$ cat src/rtl/multicycle_ctrl_if.sv
`default_nettype none
// ============================================================================
// Module      : multicycle_ctrl_if
// Description : Control bundle between the multicycle controller and datapath.
// Revision    : 1.0 - initial release
// ============================================================================
interface multicycle_ctrl_if #(
  parameter int CNT_W = 32
);
  logic [6:0]       opcode;
  logic             zero;
  logic             mem_ready;
  logic             adr_src;
  logic             mem_read;
  logic             mem_write;
  logic             ir_write;
  logic             pc_write;
  logic             reg_write;
  logic [1:0]       alu_src_a;
  logic [1:0]       alu_src_b;
  logic [1:0]       alu_op;
  logic [1:0]       result_src;
  logic [3:0]       state_dbg;
  logic [CNT_W-1:0] instret;
  logic             illegal;

  // Controller side
  modport master (
    input  opcode, zero, mem_ready,
    output adr_src, mem_read, mem_write, ir_write, pc_write, reg_write,
    output alu_src_a, alu_src_b, alu_op, result_src,
    output state_dbg, instret, illegal
  );

  // Datapath side
  modport slave (
    output opcode, zero, mem_ready,
    input  adr_src, mem_read, mem_write, ir_write, pc_write, reg_write,
    input  alu_src_a, alu_src_b, alu_op, result_src,
    input  state_dbg, instret, illegal
  );
endinterface
`default_nettype wire

$ cat src/rtl/multicycle_ctrl.sv
`default_nettype none
// ============================================================================
// Module      : multicycle_ctrl
// Description : Moore FSM sequencing a multicycle RV32I-subset datapath, with
//               retired-instruction counter and sticky illegal-opcode flag.
// Revision    : 1.0 - initial release
// ============================================================================
module multicycle_ctrl #(
  parameter int CNT_W = 32
) (
  input  wire logic            clk,
  input  wire logic            reset,
  multicycle_ctrl_if.master    bus
);

  localparam logic [3:0] S_FETCH    = 4'd0;
  localparam logic [3:0] S_DECODE   = 4'd1;
  localparam logic [3:0] S_MEMADR   = 4'd2;
  localparam logic [3:0] S_MEMREAD  = 4'd3;
  localparam logic [3:0] S_MEMWB    = 4'd4;
  localparam logic [3:0] S_MEMWRITE = 4'd5;
  localparam logic [3:0] S_EXECR    = 4'd6;
  localparam logic [3:0] S_ALUWB    = 4'd7;
  localparam logic [3:0] S_EXECI    = 4'd8;
  localparam logic [3:0] S_JAL      = 4'd9;
  localparam logic [3:0] S_BEQ      = 4'd10;
  localparam logic [3:0] S_HALT     = 4'd11;

  localparam logic [6:0] OP_LW  = 7'b0000011;
  localparam logic [6:0] OP_SW  = 7'b0100011;
  localparam logic [6:0] OP_R   = 7'b0110011;
  localparam logic [6:0] OP_I   = 7'b0010011;
  localparam logic [6:0] OP_JAL = 7'b1101111;
  localparam logic [6:0] OP_BEQ = 7'b1100011;

  localparam logic [1:0] SRCA_PC    = 2'b00;
  localparam logic [1:0] SRCA_OLDPC = 2'b01;
  localparam logic [1:0] SRCA_RS1   = 2'b10;
  localparam logic [1:0] SRCB_RS2   = 2'b00;
  localparam logic [1:0] SRCB_IMM   = 2'b01;
  localparam logic [1:0] SRCB_FOUR  = 2'b10;
  localparam logic [1:0] ALUOP_ADD  = 2'b00;
  localparam logic [1:0] ALUOP_SUB  = 2'b01;
  localparam logic [1:0] ALUOP_FUNC = 2'b10;
  localparam logic [1:0] RES_ALUOUT = 2'b00;
  localparam logic [1:0] RES_MEM    = 2'b01;
  localparam logic [1:0] RES_ALU    = 2'b10;

  logic [3:0]       state_q,   state_d;
  logic [CNT_W-1:0] instret_q, instret_d;
  logic             illegal_q, illegal_d;

  logic             w_adr_src;
  logic             w_mem_read;
  logic             w_mem_write;
  logic             w_ir_write;
  logic             w_pc_update;
  logic             w_branch;
  logic             w_reg_write;
  logic [1:0]       w_alu_src_a;
  logic [1:0]       w_alu_src_b;
  logic [1:0]       w_alu_op;
  logic [1:0]       w_result_src;
  logic             w_retire;

  // State, counter and sticky flag registers
  always_ff @(posedge clk) begin
    if (reset) begin
      state_q   <= S_FETCH;
      instret_q <= '0;
      illegal_q <= 1'b0;
    end else begin
      state_q   <= state_d;
      instret_q <= instret_d;
      illegal_q <= illegal_d;
    end
  end

  // Next-state logic
  always_comb begin
    state_d = state_q;
    case (state_q)
      S_FETCH:    if (bus.mem_ready) state_d = S_DECODE;
      S_DECODE: begin
        case (bus.opcode)
          OP_LW, OP_SW: state_d = S_MEMADR;
          OP_R:         state_d = S_EXECR;
          OP_I:         state_d = S_EXECI;
          OP_JAL:       state_d = S_JAL;
          OP_BEQ:       state_d = S_BEQ;
          default:      state_d = S_HALT;
        endcase
      end
      S_MEMADR:   state_d = (bus.opcode == OP_LW) ? S_MEMREAD : S_MEMWRITE;
      S_MEMREAD:  if (bus.mem_ready) state_d = S_MEMWB;
      S_MEMWB:    state_d = S_FETCH;
      S_MEMWRITE: if (bus.mem_ready) state_d = S_FETCH;
      S_EXECR:    state_d = S_ALUWB;
      S_EXECI:    state_d = S_ALUWB;
      S_ALUWB:    state_d = S_FETCH;
      S_JAL:      state_d = S_ALUWB;
      S_BEQ:      state_d = S_FETCH;
      S_HALT:     state_d = S_HALT;
      default:    state_d = S_HALT;
    endcase
  end

  // Counter and flag updates ride on the state transition just decided
  always_comb begin
    w_retire  = (state_d == S_FETCH) &&
                ((state_q == S_MEMWB) || (state_q == S_MEMWRITE) ||
                 (state_q == S_ALUWB) || (state_q == S_BEQ));
    instret_d = w_retire ? instret_q + CNT_W'(1) : instret_q;
    illegal_d = illegal_q | (state_d == S_HALT);
  end

  // Output decode
  always_comb begin
    w_adr_src    = 1'b0;
    w_mem_read   = 1'b0;
    w_mem_write  = 1'b0;
    w_ir_write   = 1'b0;
    w_pc_update  = 1'b0;
    w_branch     = 1'b0;
    w_reg_write  = 1'b0;
    w_alu_src_a  = SRCA_PC;
    w_alu_src_b  = SRCB_RS2;
    w_alu_op     = ALUOP_ADD;
    w_result_src = RES_ALUOUT;
    case (state_q)
      S_FETCH: begin
        w_mem_read   = 1'b1;
        w_ir_write   = bus.mem_ready;
        w_pc_update  = bus.mem_ready;
        w_alu_src_a  = SRCA_PC;
        w_alu_src_b  = SRCB_FOUR;
        w_result_src = RES_ALU;
      end
      S_DECODE: begin
        w_alu_src_a = SRCA_OLDPC;
        w_alu_src_b = SRCB_IMM;
      end
      S_MEMADR: begin
        w_alu_src_a = SRCA_RS1;
        w_alu_src_b = SRCB_IMM;
      end
      S_MEMREAD: begin
        w_adr_src  = 1'b1;
        w_mem_read = 1'b1;
      end
      S_MEMWB: begin
        w_result_src = RES_MEM;
        w_reg_write  = 1'b1;
      end
      S_MEMWRITE: begin
        w_adr_src   = 1'b1;
        w_mem_write = 1'b1;
      end
      S_EXECR: begin
        w_alu_src_a = SRCA_RS1;
        w_alu_src_b = SRCB_RS2;
        w_alu_op    = ALUOP_FUNC;
      end
      S_EXECI: begin
        w_alu_src_a = SRCA_RS1;
        w_alu_src_b = SRCB_IMM;
        w_alu_op    = ALUOP_FUNC;
      end
      S_ALUWB:  w_reg_write = 1'b1;
      S_JAL: begin
        w_alu_src_a = SRCA_OLDPC;
        w_alu_src_b = SRCB_FOUR;
        w_pc_update = 1'b1;
      end
      S_BEQ: begin
        w_alu_src_a = SRCA_RS1;
        w_alu_src_b = SRCB_RS2;
        w_alu_op    = ALUOP_SUB;
        w_branch    = 1'b1;
      end
      default: ;
    endcase
    // Reset overrides the decoded state so nothing is strobed mid-reset
    if (reset) begin
      w_adr_src    = 1'b0;
      w_mem_read   = 1'b0;
      w_mem_write  = 1'b0;
      w_ir_write   = 1'b0;
      w_pc_update  = 1'b0;
      w_branch     = 1'b0;
      w_reg_write  = 1'b0;
      w_alu_src_a  = 2'b00;
      w_alu_src_b  = 2'b00;
      w_alu_op     = 2'b00;
      w_result_src = 2'b00;
    end
  end

  assign bus.adr_src    = w_adr_src;
  assign bus.mem_read   = w_mem_read;
  assign bus.mem_write  = w_mem_write;
  assign bus.ir_write   = w_ir_write;
  assign bus.pc_write   = w_pc_update | (w_branch & bus.zero);
  assign bus.reg_write  = w_reg_write;
  assign bus.alu_src_a  = w_alu_src_a;
  assign bus.alu_src_b  = w_alu_src_b;
  assign bus.alu_op     = w_alu_op;
  assign bus.result_src = w_result_src;
  assign bus.state_dbg  = state_q;
  assign bus.instret    = instret_q;
  assign bus.illegal    = illegal_q;

endmodule
`default_nettype wire

$ cat src/flat_wrapper.sv
// flat-port wrapper written by rule: the top's interface ports become plain ports
module multicycle_ctrl_flat 
#(
  parameter int CNT_W = 32
)
  (clk, reset, bus_opcode, bus_zero, bus_mem_ready, bus_adr_src, bus_mem_read, bus_mem_write, bus_ir_write, bus_pc_write, bus_reg_write, bus_alu_src_a, bus_alu_src_b, bus_alu_op, bus_result_src, bus_state_dbg, bus_instret, bus_illegal);
  multicycle_ctrl_if #(.CNT_W(CNT_W)) bus_i ();
  input  wire logic clk;
  input  wire logic reset;
  input wire logic [$bits(bus_i.opcode)-1:0] bus_opcode;
  input wire logic [$bits(bus_i.zero)-1:0] bus_zero;
  input wire logic [$bits(bus_i.mem_ready)-1:0] bus_mem_ready;
  output wire logic [$bits(bus_i.adr_src)-1:0] bus_adr_src;
  output wire logic [$bits(bus_i.mem_read)-1:0] bus_mem_read;
  output wire logic [$bits(bus_i.mem_write)-1:0] bus_mem_write;
  output wire logic [$bits(bus_i.ir_write)-1:0] bus_ir_write;
  output wire logic [$bits(bus_i.pc_write)-1:0] bus_pc_write;
  output wire logic [$bits(bus_i.reg_write)-1:0] bus_reg_write;
  output wire logic [$bits(bus_i.alu_src_a)-1:0] bus_alu_src_a;
  output wire logic [$bits(bus_i.alu_src_b)-1:0] bus_alu_src_b;
  output wire logic [$bits(bus_i.alu_op)-1:0] bus_alu_op;
  output wire logic [$bits(bus_i.result_src)-1:0] bus_result_src;
  output wire logic [$bits(bus_i.state_dbg)-1:0] bus_state_dbg;
  output wire logic [$bits(bus_i.instret)-1:0] bus_instret;
  output wire logic [$bits(bus_i.illegal)-1:0] bus_illegal;
  assign bus_i.opcode = bus_opcode;
  assign bus_i.zero = bus_zero;
  assign bus_i.mem_ready = bus_mem_ready;
  assign bus_adr_src = bus_i.adr_src;
  assign bus_mem_read = bus_i.mem_read;
  assign bus_mem_write = bus_i.mem_write;
  assign bus_ir_write = bus_i.ir_write;
  assign bus_pc_write = bus_i.pc_write;
  assign bus_reg_write = bus_i.reg_write;
  assign bus_alu_src_a = bus_i.alu_src_a;
  assign bus_alu_src_b = bus_i.alu_src_b;
  assign bus_alu_op = bus_i.alu_op;
  assign bus_result_src = bus_i.result_src;
  assign bus_state_dbg = bus_i.state_dbg;
  assign bus_instret = bus_i.instret;
  assign bus_illegal = bus_i.illegal;
  multicycle_ctrl #(.CNT_W(CNT_W)) u_core (.clk(clk), .reset(reset), .bus(bus_i));
endmodule
$ cat config.mk
export PLATFORM = sky130hd
export DESIGN_NAME = multicycle_ctrl_flat
export DESIGN_NICKNAME = d
export VERILOG_FILES = /design/src/rtl/multicycle_ctrl_if.sv /design/src/rtl/multicycle_ctrl.sv /design/src/flat_wrapper.sv
export SDC_FILE = /design/constraint.sdc
export NUM_CORES = 1
export LEC_CHECK = 0
export CORE_UTILIZATION = 35
export CTS_CLUSTER_SIZE = 28
export DETAILED_ROUTE_END_ITERATION = 7
export PLACE_DENSITY_LB_ADDON = 0.2
export SYNTH_ARGS = -nofsm -noshare
export SYNTH_HDL_FRONTEND = slang
export SYNTH_SLANG_ARGS = --single-unit
export TNS_END_PERCENT = 5
$ cat constraint.sdc
create_clock -name clk -period 3.9 [get_ports clk]
set_input_delay 0.585 -clock clk [delete_from_list [all_inputs] [get_ports clk]]
set_output_delay 0.585 -clock clk [all_outputs]
set_load 0.03 [all_outputs]
After elaboration in Yosys (flattened, before gate mapping)
Cells that the tools add are included.

Flip-flop bits (word level): 37. Input port bits: 11. Output and inout bits: 51. Logic and storage cells: 69.

Add/subtract/negate cells: 1. Equal/unequal tests: 17. Mux-type cells: 28. Bitwise gates (word level): 3. Reductions and logical operators: 17.

Operators with widths (number): 32-bit by 1-bit adder with 32-bit output, second input constant (1); 4-bit case mux with 7 select lines (1); 4-bit case mux with 5 select lines (1); 4-bit by 3-bit equality test with 1-bit output, second input constant (4); 4-bit equality test, second input constant (4); 2-bit case mux with 2 select lines (4); 7-bit by 6-bit equality test with 1-bit output, second input constant (2); 7-bit equality test, second input constant (2); 2-bit OR reduction (7); 1-bit 2-to-1 mux (13); 4-bit 2-to-1 mux (3); 3-bit OR reduction (3); 4-bit by 2-bit equality test with 1-bit output, second input constant (2); 4-bit logical NOT (2); 2-bit 2-to-1 mux (4); 7-bit by 2-bit equality test with 1-bit output, second input constant (1); 7-bit by 5-bit equality test with 1-bit output, second input constant (1); 4-bit by 1-bit equality test with 1-bit output, second input constant (1); 4-bit OR reduction (1); 1-bit logical OR (3); 3-bit 2-to-1 mux (1); 1-bit OR (2); 1-bit case mux with 2 select lines (1); 1-bit AND (1); 1-bit logical AND (1).

Depth between registers and ports, before layout
Gate-level depths: netlist (run 1).

Depth after elaboration: 6. Gate-level depth with buffers: 8. Depth with buffers taken out: 5.

Least setup slack after synthesis (run 1)
No wires, ideal clock.

Path kind: register -> output. From: reg u_core.state_q[1] (netlist: u_core.bus.state_dbg[1]). To: out bus_alu_src_a[1]. Arrival: 2.651 ns. Required time: 3.315 ns. Slack: 0.664 ns. Stages on the path, launching flop included: 5. Path through: dfxtp_1 > buf_2 > clkbuf_1 > nor2_1 > a2111oi_0.

Word-level cells in the longest chain between the ends: 4. Elaborated cells on any way between the ends: 10. Those cells by class: eq/ne: 6; mux: 2; reduce/logical: 2.

Ends and longest elaborated chain: from (decl) (line multicycle_ctrl.sv:49) `logic [3:0] state_q, state_d;`; from (signal assigned) (line multicycle_ctrl.sv:73) `state_q <= state_d;`; 4-bit by 2-bit equality test with 1-bit output, or another cell as far along (line multicycle_ctrl.sv:130) `case (state_q)`; 4-bit OR reduction (no line) / 2-bit OR reduction (equally long branches); 2-bit case mux with 2 select lines * (line multicycle_ctrl.sv:130); 2-bit 2-to-1 mux * (line multicycle_ctrl.sv:184) `if (reset) begin`; to (decl) (line flat_wrapper.sv:19) `output wire logic [$bits(bus_i.alu_src_a)-1:0] bus_alu_src_a;`.

Every way passes the cells marked *; elsewhere a longest branch is shown, timed or not.

Final worst setup path (run 1)
From: in reset. To: out bus_pc_write.

Word-level cells in the longest chain between the ends: 3. Elaborated cells on any way between the ends: 4. Those cells by class: mux: 2; bitwise: 2.

Ends and longest elaborated chain: from (decl) (line flat_wrapper.sv:9) `input wire logic reset;`; 1-bit 2-to-1 mux (line multicycle_ctrl.sv:184); 1-bit AND (line multicycle_ctrl.sv:203) `assign bus.pc_write = w_pc_update | (w_branch & bus.zero);`; 1-bit OR * (line multicycle_ctrl.sv:203); to (decl) (line flat_wrapper.sv:17) `output wire logic [$bits(bus_i.pc_write)-1:0] bus_pc_write;`.

Marked as above.

==> impl_metrics.yaml, run 1 <==
setup_path:
  r2r_slack_ns: 1.26
  setup.worst_path.end: "bus_pc_write"
  crit_top_cell: "clkdlybuf4s50_1"
  crit_chain: "clkdlybuf4s50_1, buf_4, inv_1, nand3_1, o22a_1, o22ai_1, clkdlybuf4s50_1"
  critPathMaxFanout: 16
  path_class: "in2out"
  slowest_stage: "clkdlybuf4s50_1"
  r2r_cells: 5
  startpoint_type: "input port"
  crit_path_end_kind: "primary output"
  r2r-end: "u_core.bus.instret[6]"
  crit_start: "reset"
  cp.required_ns: 3.31
  worst_path_largest_cell_delay_ns: 0.70
  cp.arrival_ns: 2.52
  worstReg2RegStart: "u_core.bus.state_dbg[3]"
placed_design:
  io_buffer_count: 61
  dp_hpwl_mm: 3.91
  gp_routability_congestion: 0.759
yosys:
  ys_async_sr_fraction_pct: 0
  synth_cell_types: 51
  syn_area_per_cell_um2: 8.06
  yosysMostFrequentCell: "dfxtp_1"
  yosys-top-cells-count: "dfxtp_1, a21oi_1, nand2_1, or4_1, o31ai_1"
  synth-main-ff-cell: "dfxtp_1"
  synth_top_cell_by_area: "dfxtp_1"
  ys_ff_latch: 37
  yosys_warnings: 0
  syn-num-nets: 301
  synth-edff-count: 0
  netlist_area_mm2: 0.00233
  synthCells: 289
  yosysSeqAreaShare_pct: 31.8
  synth.area.top_cells: "dfxtp_1, or4_1, a21oi_1, o31ai_1, nand2_1"
  synth_top_area_share_pct: 31.8
die:
  rows: 29
  coreArea_mm2: 0.00639
  die_w_um: 83.6
  num_io_pins: 62
  die_h_um: 83.6
  die-area_mm2: 0.00699
  start_util_pct: 36.5
finish:
  area_growth_syn_to_layout_pct: 29.2
  antennaDiodeCount: 0
  nNetsFinal: 350
  n_fill_cell: 619
  drive_above_1_share_pct: 8.28
sta:
  whs_ns: 0.491
  rsz0062_at_grt: "false"
  skew_ns: 0.00393
  finalSetupTns_ns: 0
  hold_viol: 0
  period_share_pct: 79.6
  tightest_slew_ns: 0.773
  drv_slew: 0
  slew_headroom_pct: 48.4
  setup_violations: 0
  fmax_mhz: 322
  final.min_clock_period_ns: 3.11
clocking:
  cts_made_buffers: 5
  cts-hold-fix-buffers: 0
  cts-root-buf: "clkbuf_8"
  ctsHtreeMaxLevel: 2
  clock-sinks: 37
  clk_pin_slew_worst_paths_ns: 0.07
  clock_path_buffers: 2
  postCtsSetupBuffers: 0
  cts_tree: "built"
  clk-insertion-delay-late_ns: 0.28
  cts-resized-gates: 0
pwr:
  ir_worst_vdd_mv: 0.318
  p_per_area_mw_per_mm2: 491
  power_leakage_uw: 0.000910
grt:
  grt_pass1_vias: 2069
  globalRouteTotalUtil_pct: 16.7
  grt_start_max_net_pins: 34
  grt_pass1_wl_mm: 9.81
  overflow: 0
  antenna_found_initial: 0
drt:
  via_per_inst: 5.79
  detail_route.first_pass.iterations: 4
  ant_nets: 0
  num_vias: 2402
  postRouteWirelength_mm: 5.87
  routedWlPerCell_um: 14.2
  route.detailed.drc: 0
  drtIter0Drc: 104
min_path:
  hold_class: "reg2reg"
outcome:
  status: "finished, final reports clean"
run:
  drv_cap: 0
## how the worst min path moves through the flow
stage                           start                     end  slack, ns  cells past startpoint
6_report       u_core.bus.instret[23]  u_core.bus.instret[23]       0.49                      2
5_1_grt        u_core.bus.instret[20]  u_core.bus.instret[20]       0.52                      2
4_1_cts        u_core.bus.instret[20]  u_core.bus.instret[20]       0.50                      2
3_5_place_dp   u_core.bus.instret[20]  u_core.bus.instret[20]       0.49                      2
3_3_place_gp   u_core.bus.instret[23]  u_core.bus.instret[23]       0.48                      2
2_1_floorplan  u_core.bus.instret[23]  u_core.bus.instret[23]       0.61                      2
## flip-flops by register name (all words and copies together), names as in the netlist
signal,flops
u_core.bus.state_dbg,4
u_core.bus.illegal,1
u_core.bus.instret,32
## critical path, delay by kind of cell
family / cells / cell delay, ns
and+or+nand+nor: 1 / 0.14
AOI/OAI and AO/OA: 2 / 0.38
buffers and inverters: 4 / 1.41
## stage by stage
stage               util (%)  instances  total power, uW  area [um2]  setup WS [ns]
floorplan                  -        289              987        2330          0.664
finish                  47.1        415             1480        3010          0.794
detailed placement      45.8        408             1210        2920          0.806
global placement        45.8        408             1210        2920          0.805
CTS                     47.1        415             1490        3010          0.788
global route            47.1        415             1580        3010          0.668
## metal layers
metal	vias to the layer above	global-route usage (%)	part of all wire [%]
met5	-	0	0
met4	0	3.70	0.49
met3	2	4.25	3.9
met2	51	27.0	47
met1	1147	22.4	49
li1	1202	-	-
## area by class of cell
class,instances,area [um2],area share [%]
Clock buffer,7,86.3,2.87
Tap cell,77,96.3,3.20
Timing Repair Buffer,66,646,21.4
Inverter,6,22.5,0.748
Multi-Input combinational cell,222,1420,47.1
Sequential cell,37,741,24.6
## report_power, final
part	switching [uW]	internal (uW)
Clock	133	140
Combinational	404	284
Sequential	112	406
## kinds of logic after synthesis
| logic type | count (synthesis) | share of synthesized area, % |
|---|---|---|
| adder cells (fa/ha/maj) | 1 | 0.537 |
| multiplexers | 7 | 3.33 |
| buffers and inverters | 30 | 7.95 |
| XOR/XNOR | 3 | 1.13 |
| AND/OR/NAND/NOR | 138 | 35.4 |
| AO/OA/AOI/OAI | 73 | 19.9 |
| flip-flops | 37 | 31.8 |
## cells in the final DEF (no fill, tap or decap), types with 2 or more instances in the layout
| cell type | Yosys | layout |
|---|---|---|
| clkdlybuf4s50_1 | 0 | 60 |
| dfxtp_1 | 37 | 37 |
| a21oi_1 | 34 | 34 |
| nand2_1 | 23 | 23 |
| or4_1 | 23 | 23 |
| o31ai_1 | 22 | 22 |
| nor2_1 | 16 | 16 |
| nor3_1 | 13 | 13 |
| nand3_1 | 11 | 11 |
| nor2b_1 | 11 | 11 |
| nand4_1 | 8 | 8 |
| inv_1 | 6 | 6 |
| clkbuf_8 | 4 | 6 |
| buf_4 | 3 | 6 |
| nand2b_1 | 5 | 5 |
| o32ai_1 | 4 | 4 |
| and4_1 | 4 | 4 |
| or3_1 | 3 | 3 |
| o21ai_0 | 3 | 3 |
| mux2_1 | 3 | 3 |
| nor4_1 | 3 | 3 |
| mux2_2 | 3 | 3 |
| xnor2_1 | 2 | 2 |
| o22ai_1 | 2 | 2 |
| nor3b_1 | 2 | 2 |
| nor4_2 | 2 | 2 |
| or3_2 | 2 | 2 |
| or4_2 | 2 | 2 |
(Power assumes the default switching activity.)
==> run 2: changes to the inputs <==
==> constraint.sdc (replaced) <==
create_clock -name clk -period 3.14 [get_ports clk]
set_input_delay 0.471 -clock clk [delete_from_list [all_inputs] [get_ports clk]]
set_output_delay 0.471 -clock clk [all_outputs]
set_load 0.03 [all_outputs]
==> impl_metrics.yaml, run 2 (same netlist as run 1, synthesis figures left out) <==
die:
  rows: 29
  die_w_um: 83.6
  num_io_pins: 62
  coreArea_mm2: 0.00639
  start_util_pct: 36.5
  die_h_um: 83.6
  die-area_mm2: 0.00699
sta:
  whs_ns: 0.492
  hold_viol: 0
  drv_slew: 0
  finalSetupTns_ns: 0
  final.min_clock_period_ns: 2.83
  rsz0062_at_grt: "false"
  period_share_pct: 90.2
  fmax_mhz: 353
  setup_violations: 0
  skew_ns: 0.0127
  slew_headroom_pct: 49.9
  tightest_slew_ns: 0.750
setup_path:
  startpoint_type: "flip-flop"
  worst_path_largest_cell_delay_ns: 0.75
  crit_path_end_kind: "primary output"
  cp.arrival_ns: 2.36
  cp.required_ns: 2.67
  path_class: "reg2out"
  critical_path_buf_inv_count: 1
  slowest_stage: "dfxtp_1"
  crit_chain: "nand3_1, o22a_1, o22ai_1, clkdlybuf4s50_1"
  cp_top_family: "flip-flops"
  critPathMaxFanout: 20
finish:
  multi_input_area_mm2: 0.00142
  drive_above_1_share_pct: 11.8
  utilization_pct: 47.1
  final_cell_mix: "clkdlybuf4s50_1, dfxtp_1, a21oi_1, nand2_1, or4_1"
  nNetsFinal: 350
  area_growth_syn_to_layout_pct: 29.1
  final_common_cell: "clkdlybuf4s50_1"
  largest_register_ffs: 32
  seq_area_um2: 741
  final_cell_area_mm2: 0.00301
  n_fill_cell: 655
  antennaDiodeCount: 0
drt:
  via_per_inst: 5.81
  ant_nets: 0
  detail_route.first_pass.iterations: 4
  routedWlPerCell_um: 14.0
  drtIter0Drc: 105
  postRouteWirelength_mm: 5.81
  num_vias: 2419
  route.detailed.drc: 0
clocking:
  cts_made_buffers: 5
  clk_pin_slew_worst_paths_ns: 0.08
  cts_tree: "built"
  cts-root-buf: "clkbuf_8"
  ctsHtreeMaxLevel: 2
  postCtsSetupBuffers: 0
  clk-insertion-delay-late_ns: 0.28
  clock_path_buffers: 2
  clock-sinks: 37
  cts-hold-fix-buffers: 0
  cts-resized-gates: 0
run:
  drv_cap: 0
outcome:
  status: "finished, final reports clean"
placed_design:
  gp_routability_congestion: 0.746
  io_buffer_count: 61
  placed_area_mm2: 0.00291
  dp_hpwl_mm: 3.97
grt:
  overflow: 0
  globalRouteTotalUtil_pct: 16.6
  grt_start_max_net_pins: 26
  grt_pass1_vias: 2107
  antenna_found_initial: 0
  grt_pass1_wl_mm: 9.85
pwr:
  p_per_area_mw_per_mm2: 615
  power_leakage_uw: 0.000942
  ir_worst_vdd_mv: 0.480
min_path:
  hold_class: "reg2reg"
-- run 2: changes by cell type in the layout (fill, tap and decap cells not counted) --
cell / delta
buf_12: +1
buf_4: +9
clkbuf_1: -1
clkdlybuf4s50_1: -10
clkinv_2: +1
clkinv_4: +1
-- run 2: through the flow --
step           worst slack [ns]  cells  total power [uW]
5_1_grt                   0.158    416              1970
3_3_place_gp              0.409    408              1500
4_1_cts                   0.299    416              1870
3_5_place_dp              0.372    408              1500
6_report                  0.307    416              1850
2_1_floorplan            0.0184    289              1230
-- run 2: worst paths after layout --
path	from	to	slack [ns]	depth (start not counted)
setup / recovery	u_core.bus.state_dbg[3]	bus_pc_write	0.31	4
hold / removal	u_core.bus.instret[20]	u_core.bus.instret[20]	0.49	2
setup reg to reg	u_core.bus.state_dbg[3]	u_core.bus.instret[6]	0.64	5
hold reg to reg	u_core.bus.instret[20]	u_core.bus.instret[20]	0.49	2
-- run 2: metal layers --
| layer | up-vias | wire [um] | GRT usage [%] |
|---|---|---|---|
| met5 | - | 0 | 0 |
| met4 | 0 | 34 | 4.62 |
| met3 | 4 | 251 | 3.66 |
| met2 | 55 | 2720 | 27.2 |
| met1 | 1153 | 2810 | 22.0 |
| li1 | 1207 | - | - |
-- run 2: power breakdown --
group | switching (uW) | leakage (uW) | total [uW] | internal [uW]
registers | 128 | 0.000299 | 633 | 504
logic | 511 | 0.000592 | 863 | 352
clock network | 176 | 0.0000512 | 354 | 178
-- run 2: final cells by class --
| cell class | count | area share (%) |
|---|---|---|
| Inverter | 6 | 0.749 |
| Clock inverter | 2 | 0.458 |
| Sequential cell | 37 | 24.6 |
| Tap cell | 77 | 3.20 |
| Multi-Input combinational cell | 222 | 47.2 |
| Clock buffer | 6 | 2.75 |
| Timing Repair Buffer | 66 | 21.0 |
-- run 2: worst register-to-register path, delay by kind of cell (launching register included) --
kind            cells  cell delay (ns)
simple gates        2             1.14
flops               1             0.75
compound gates      2             0.32
buf+inv             1             0.23
